`src/rtl/mio_bus_arbiter_pkg.sv`:
```
// Shared types and constants for the two-master memory/IO port arbiter.
package mio_bus_arbiter_pkg;

    // Transaction sequencer states; the encoding is fixed so debug tools can decode it.
    typedef enum logic [1:0] {
        ST_IDLE  = 2'd0,
        ST_ISSUE = 2'd1,
        ST_WAIT  = 2'd2,
        ST_RESP  = 2'd3
    } arb_state_e;

    // Master identifiers as carried on the grant output and the last-grant bit.
    localparam logic MST_CPU = 1'b0;
    localparam logic MST_DMA = 1'b1;

    // On contention the master that was not served last takes the port.
    function automatic logic rr_tie_winner(input logic last_grant);
        return ~last_grant;
    endfunction

endpackage

```
`src/rtl/mio_bus_arbiter_rr_arb2.sv`:
```
// Two-input round-robin picker: a lone requester always wins, ties go to the
// master that was not granted last.
module mio_bus_arbiter_rr_arb2
    import mio_bus_arbiter_pkg::*;
(
    input  logic [1:0] req_i,
    input  logic       last_grant_i,
    output logic       winner_o,
    output logic       valid_o
);

    // Pick the winner from the request pair and the previous owner.
    always_comb begin
        winner_o = MST_CPU;
        valid_o  = 1'b0;
        case (req_i)
            2'b01: begin
                winner_o = MST_CPU;
                valid_o  = 1'b1;
            end
            2'b10: begin
                winner_o = MST_DMA;
                valid_o  = 1'b1;
            end
            2'b11: begin
                winner_o = rr_tie_winner(last_grant_i);
                valid_o  = 1'b1;
            end
            default: begin
                winner_o = MST_CPU;
                valid_o  = 1'b0;
            end
        endcase
    end

endmodule

```
`src/rtl/mio_bus_arbiter.sv`:
```
// Two-master arbiter and single-transaction sequencer for the shared memory/IO
// port. One transaction at a time: grant, one-cycle strobe, wait for ack with a
// timeout, then a one-cycle ready pulse with registered read data to the owner.
module mio_bus_arbiter
    import mio_bus_arbiter_pkg::*;
#(
    parameter int ADDR_W  = 32,
    parameter int DATA_W  = 32,
    parameter int TIMEOUT = 16
) (
    input  logic              clk,
    input  logic              rst,
    input  logic              cpu_req,
    input  logic              cpu_we,
    input  logic [ADDR_W-1:0] cpu_addr,
    input  logic [DATA_W-1:0] cpu_wdata,
    output logic [DATA_W-1:0] cpu_rdata,
    output logic              cpu_ready,
    input  logic              dma_req,
    input  logic              dma_we,
    input  logic [ADDR_W-1:0] dma_addr,
    input  logic [DATA_W-1:0] dma_wdata,
    output logic [DATA_W-1:0] dma_rdata,
    output logic              dma_ready,
    output logic              err,
    output logic              grant,
    output logic              mem_en,
    output logic              mem_we,
    output logic [ADDR_W-1:0] mem_addr,
    output logic [DATA_W-1:0] mem_wdata,
    input  logic [DATA_W-1:0] mem_rdata,
    input  logic              mem_ack
);

    // The timer counts WAIT cycles and stops at TIMEOUT-1, so it never wraps.
    localparam int               TMR_W    = (TIMEOUT > 2) ? $clog2(TIMEOUT) : 1;
    localparam logic [TMR_W-1:0] TMR_LAST = TMR_W'(TIMEOUT - 1);

    arb_state_e        state_q;
    logic [TMR_W-1:0]  timer_q;
    logic              last_grant_q;
    logic              grant_q;
    logic              err_q;
    logic              cpu_ready_q;
    logic              dma_ready_q;
    logic [DATA_W-1:0] cpu_rdata_q;
    logic [DATA_W-1:0] dma_rdata_q;
    logic              mem_en_q;
    logic              mem_we_q;
    logic [ADDR_W-1:0] mem_addr_q;
    logic [DATA_W-1:0] mem_wdata_q;

    logic              arb_winner_s;
    logic              arb_valid_s;
    logic              win_we_s;
    logic [ADDR_W-1:0] win_addr_s;
    logic [DATA_W-1:0] win_wdata_s;
    logic              done_s;
    logic              timeout_s;
    logic [DATA_W-1:0] rsp_data_s;

    mio_bus_arbiter_rr_arb2 u_rr_arb2 (
        .req_i        ({dma_req, cpu_req}),
        .last_grant_i (last_grant_q),
        .winner_o     (arb_winner_s),
        .valid_o      (arb_valid_s)
    );

    // Route the winning master's transaction fields toward the latch registers.
    always_comb begin
        win_we_s    = cpu_we;
        win_addr_s  = cpu_addr;
        win_wdata_s = cpu_wdata;
        if (arb_winner_s == MST_DMA) begin
            win_we_s    = dma_we;
            win_addr_s  = dma_addr;
            win_wdata_s = dma_wdata;
        end else begin
            win_we_s    = cpu_we;
            win_addr_s  = cpu_addr;
            win_wdata_s = cpu_wdata;
        end
    end

    // Decide whether the outstanding transaction completes this cycle and how.
    always_comb begin
        done_s    = 1'b0;
        timeout_s = 1'b0;
        case (state_q)
            ST_ISSUE: begin
                done_s = mem_ack;
            end
            ST_WAIT: begin
                if (mem_ack) begin
                    done_s = 1'b1;
                end else if (timer_q == TMR_LAST) begin
                    done_s    = 1'b1;
                    timeout_s = 1'b1;
                end else begin
                    done_s = 1'b0;
                end
            end
            default: begin
                done_s    = 1'b0;
                timeout_s = 1'b0;
            end
        endcase
    end

    // Read data returned to the master: zero for writes and for timeouts.
    always_comb begin
        if (timeout_s || mem_we_q) begin
            rsp_data_s = {DATA_W{1'b0}};
        end else begin
            rsp_data_s = mem_rdata;
        end
    end

    // Sequencer FSM with all port-facing outputs registered.
    always_ff @(posedge clk or negedge rst) begin
        if (!rst) begin
            state_q      <= ST_IDLE;
            timer_q      <= {TMR_W{1'b0}};
            last_grant_q <= MST_DMA;
            grant_q      <= MST_CPU;
            err_q        <= 1'b0;
            cpu_ready_q  <= 1'b0;
            dma_ready_q  <= 1'b0;
            cpu_rdata_q  <= {DATA_W{1'b0}};
            dma_rdata_q  <= {DATA_W{1'b0}};
            mem_en_q     <= 1'b0;
            mem_we_q     <= 1'b0;
            mem_addr_q   <= {ADDR_W{1'b0}};
            mem_wdata_q  <= {DATA_W{1'b0}};
        end else begin
            case (state_q)
                ST_IDLE: begin
                    if (arb_valid_s) begin
                        grant_q     <= arb_winner_s;
                        mem_we_q    <= win_we_s;
                        mem_addr_q  <= win_addr_s;
                        mem_wdata_q <= win_wdata_s;
                        mem_en_q    <= 1'b1;
                        state_q     <= ST_ISSUE;
                    end else begin
                        state_q <= ST_IDLE;
                    end
                end
                ST_ISSUE, ST_WAIT: begin
                    mem_en_q <= 1'b0;
                    if (done_s) begin
                        state_q <= ST_RESP;
                        err_q   <= timeout_s;
                        if (grant_q == MST_DMA) begin
                            dma_ready_q <= 1'b1;
                            dma_rdata_q <= rsp_data_s;
                        end else begin
                            cpu_ready_q <= 1'b1;
                            cpu_rdata_q <= rsp_data_s;
                        end
                    end else begin
                        state_q <= ST_WAIT;
                        if (state_q == ST_ISSUE) begin
                            timer_q <= {TMR_W{1'b0}};
                        end else begin
                            timer_q <= timer_q + TMR_W'(1);
                        end
                    end
                end
                ST_RESP: begin
                    cpu_ready_q  <= 1'b0;
                    dma_ready_q  <= 1'b0;
                    err_q        <= 1'b0;
                    last_grant_q <= grant_q;
                    state_q      <= ST_IDLE;
                end
                default: begin
                    state_q <= ST_IDLE;
                end
            endcase
        end
    end

    assign cpu_rdata = cpu_rdata_q;
    assign cpu_ready = cpu_ready_q;
    assign dma_rdata = dma_rdata_q;
    assign dma_ready = dma_ready_q;
    assign err       = err_q;
    assign grant     = grant_q;
    assign mem_en    = mem_en_q;
    assign mem_we    = mem_we_q;
    assign mem_addr  = mem_addr_q;
    assign mem_wdata = mem_wdata_q;

endmodule

```
`config.mk`:
```
export PLATFORM = sky130hd
export DESIGN_NAME = mio_bus_arbiter
export DESIGN_NICKNAME = d
export VERILOG_FILES = /design/src/rtl/mio_bus_arbiter_pkg.sv /design/src/rtl/mio_bus_arbiter_rr_arb2.sv /design/src/rtl/mio_bus_arbiter.sv
export SDC_FILE = /design/constraint.sdc
export NUM_CORES = 1
export LEC_CHECK = 0
export BUFFER_PORTS_ARGS = -buffer_cell sky130_fd_sc_hd__buf_2
export CAP_MARGIN = 15
export CELL_PAD_IN_SITES_DETAIL_PLACEMENT = 1
export CELL_PAD_IN_SITES_GLOBAL_PLACEMENT = 1
export CORE_ASPECT_RATIO = 1.25
export CORE_MARGIN = 2
export CORE_UTILIZATION = 35
export CTS_CLUSTER_SIZE = 30
export DETAILED_ROUTE_END_ITERATION = 8
export HOLD_SLACK_MARGIN = 0.03
export MAX_ROUTING_LAYER = met4
export PLACE_DENSITY_LB_ADDON = 0.25
export SETUP_SLACK_MARGIN = 0.05
export SYNTH_ARGS = -nofsm -noshare
export SYNTH_HDL_FRONTEND = slang
export SYNTH_SLANG_ARGS = --single-unit
export TNS_END_PERCENT = 30
```
`constraint.sdc`:
```
create_clock -name clk -period 2.8 [get_ports clk]
set_input_delay 0.42 -clock clk [delete_from_list [all_inputs] [get_ports clk]]
set_output_delay 0.42 -clock clk [all_outputs]
set_load 0.01 [all_outputs]
```
==> qor.yml <==
status: "completed"
synth_fp_nets: 729
final_core_utilization_pct: 48.6
cts_buffer_depth: 2
worstSetupEndpointType: "register"
ant_nets: 0
start_kind: "register"
fp.coreArea_um2: 18100
min_from: "cpu_addr[8]"
p_leak_nw: 4.55
period_share_pct: 80.6
r2r-start: "state_q[0]"
cts_buffers: 17
netlist_instances: 557
final_common_cell: "buf_2"
holdPathEnd: "mem_addr[8]"
num_vias: 5359
synth.distinct_cells: 39
fmax_ghz: 0.443
timing.rr.end: "cpu_rdata[3]"
synth_enable_flop_cells: 0
start_util_pct: 35.7
htreeDepth: 4
die-width_um: 126
cts_tree: "built"
setup_viol: 0
syn_to_final_growth_pct: 36.1
gp_congestion: 0.762
clock_skew_ns: 0.00692
cts-root-buf: "clkbuf_16"
grt_max_degree: 131
cap_violations: 0
synth.top_cell.area_share_pct: 54.2
ys_ff_latch: 141
tns_ns: 0
seq_area_frac_synth_pct: 54.6
wl_per_cell_um: 17.3
multi_input_area_um2: 2730
netlist_area_um2: 6460
die_area_um2: 19600
synthArstFlopShare_pct: 100
vdd_drop_max_mv: 0.426
wl_um: 18800
yosys.area.top_type: "dfrtp_1"
post_cts_buffers: 0
grt_pass1_vias: 5652
slew_viol_final: 0
nNetsFinal: 1021
path_clk_slew_ns: 0.06
rows: 55
synth_area_leaders: "dfrtp_1 (54%), mux2_2 (11%), mux2i_1 (10%), o21ai_0 (5.2%), nand2_1 (3.9%)"
final_cell_mix: "buf_2 (299), dfrtp_1 (140), nand2_1 (68)"
r2r_cells: 6
drive_gt1_share_pct: 48.3
crit_type: "register to register"
finalWorstPathRequiredPeriod_ns: 2.26
drtPass1Iterations: 4
n_fill_cell: 2055
drc_errors: 0
worst_slew_pin_slew_ns: 0.918
whs_ns: 0.291
synthFlopType: "dfrtp_1"
hp-class: "input pin to register"
synth.avg_cell_area_um2: 11.6
portBuffers: 300
arrival_ns: 2.55
drtIter0Drc: 169
whs_path_depth: 3
max-slew-margin-rel_pct: 38.8
p_per_area_nw_per_um2: 1110
grt_pass1_wl_um: 29900
hold_viol_final: 0
dieHeight_um: 156
insertion_delay_ns: 0.42
rsz0062_at_grt: "false"
synth_warnings: 0
detailed_place_hpwl_um: 13900
overflow: 0
regArea_um2: 3530
reg2reg_slack_ns: 0.54
track_usage_pct: 19.9
grt_antenna_before_repair: 1
critPathMaxFanout: 32
clock-sinks: 141
crit_required_ns: 3.10
num_io_pins: 301
viasPerCell: 4.91
==> cells in the mapped netlist, types with 3 or more instances <==
cell type    n
buf_6        3
a21oi_1     32
mux2_1       4
o21ai_0     67
ha_1         5
inv_1        7
mux2_2      63
mux2i_1     66
buf_4        4
dfrtp_1    140
nand2b_1    33
nand2_1     68
clkbuf_1    21
nor2b_1      4
buf_2       11
==> cells by family (layout without fill, tap and decap cells) <==
kind of cell / count (synthesis) / count (layout) / share of synthesized area, %
AO/OA/AOI/OAI: 115 / 115 / 10.0
adder cells (fa/ha/maj): 5 / 5 / 0.968
buffers and inverters: 47 / 352 / 3.54
flip-flops: 141 / 141 / 54.6
multiplexers: 133 / 133 / 21.9
other: 0 / 1 / 0
AND/OR/NAND/NOR: 116 / 116 / 8.98
==> cell type report <==
class | count | share of cell area (%)
clock buffer | 17 | 4.84
timing repair buffer | 313 | 19.0
multi-input combinational | 369 | 31.0
antenna | 1 | 0.0284
clock inverter | 15 | 1.44
sequential | 141 | 40.1
inverter | 7 | 0.299
tap | 228 | 3.24
==> metal layers <==
layer	share of wire (%)	track usage [%]
met5	0	-
met4	1.5	6.19
met3	7.2	5.52
met2	50	33.0
met1	41	23.6
==> registers in the layout, indices dropped and copies added (netlist names), 2 cells and up <==
name,count
state_q,2
mem_wdata,32
timer_q,4
mem_addr,32
cpu_rdata,32
dma_rdata,32
==> critical path, stage by stage (launching register included) <==
cell	delay [ns]
dfrtp_1	0.38
inv_1	0.08
ha_1	0.48
inv_1	0.19
nor4_4	0.38
buf_12	0.27
mux2_2	0.36
==> repair_timing <==
action                    in CTS  in global routing
resized for setup              0                  0
hold buffers                   1                  0
hold endpoints to repair      52                  0
==> where the power goes <==
group | internal, mW | switching [mW] | leakage, nW
registers | 3.01 | 0.608 | 1.76
logic | 1.82 | 2.24 | 2.53
clock network | 1.16 | 0.954 | 0.258
==> metrics by stage <==
stage / area [um2] / cells / setup WS, ns / power [mW]
2_1_floorplan: 6460 / 557 / 0.778 / 5.98
3_5_place_dp: 8230 / 1057 / 0.555 / 7.78
3_3_place_gp: 8230 / 1057 / 0.695 / 7.55
4_1_cts: 8790 / 1090 / 0.535 / 9.96
6_report: 8800 / 1091 / 0.543 / 9.80
5_1_grt: 8800 / 1091 / 0.433 / 10.5
==> how the worst max path moves through the flow <==
stage	start	end	slack, ns	depth (start not counted)
floorplan	state_q[0]	cpu_rdata[10]	0.78	7
global placement	state_q[0]	cpu_rdata[20]	0.70	6
detailed placement	state_q[0]	cpu_rdata[3]	0.55	6
CTS	state_q[0]	cpu_rdata[3]	0.54	6
global route	state_q[0]	cpu_rdata[6]	0.43	6
finish	state_q[0]	cpu_rdata[3]	0.54	6
(Power assumes the default switching activity.)
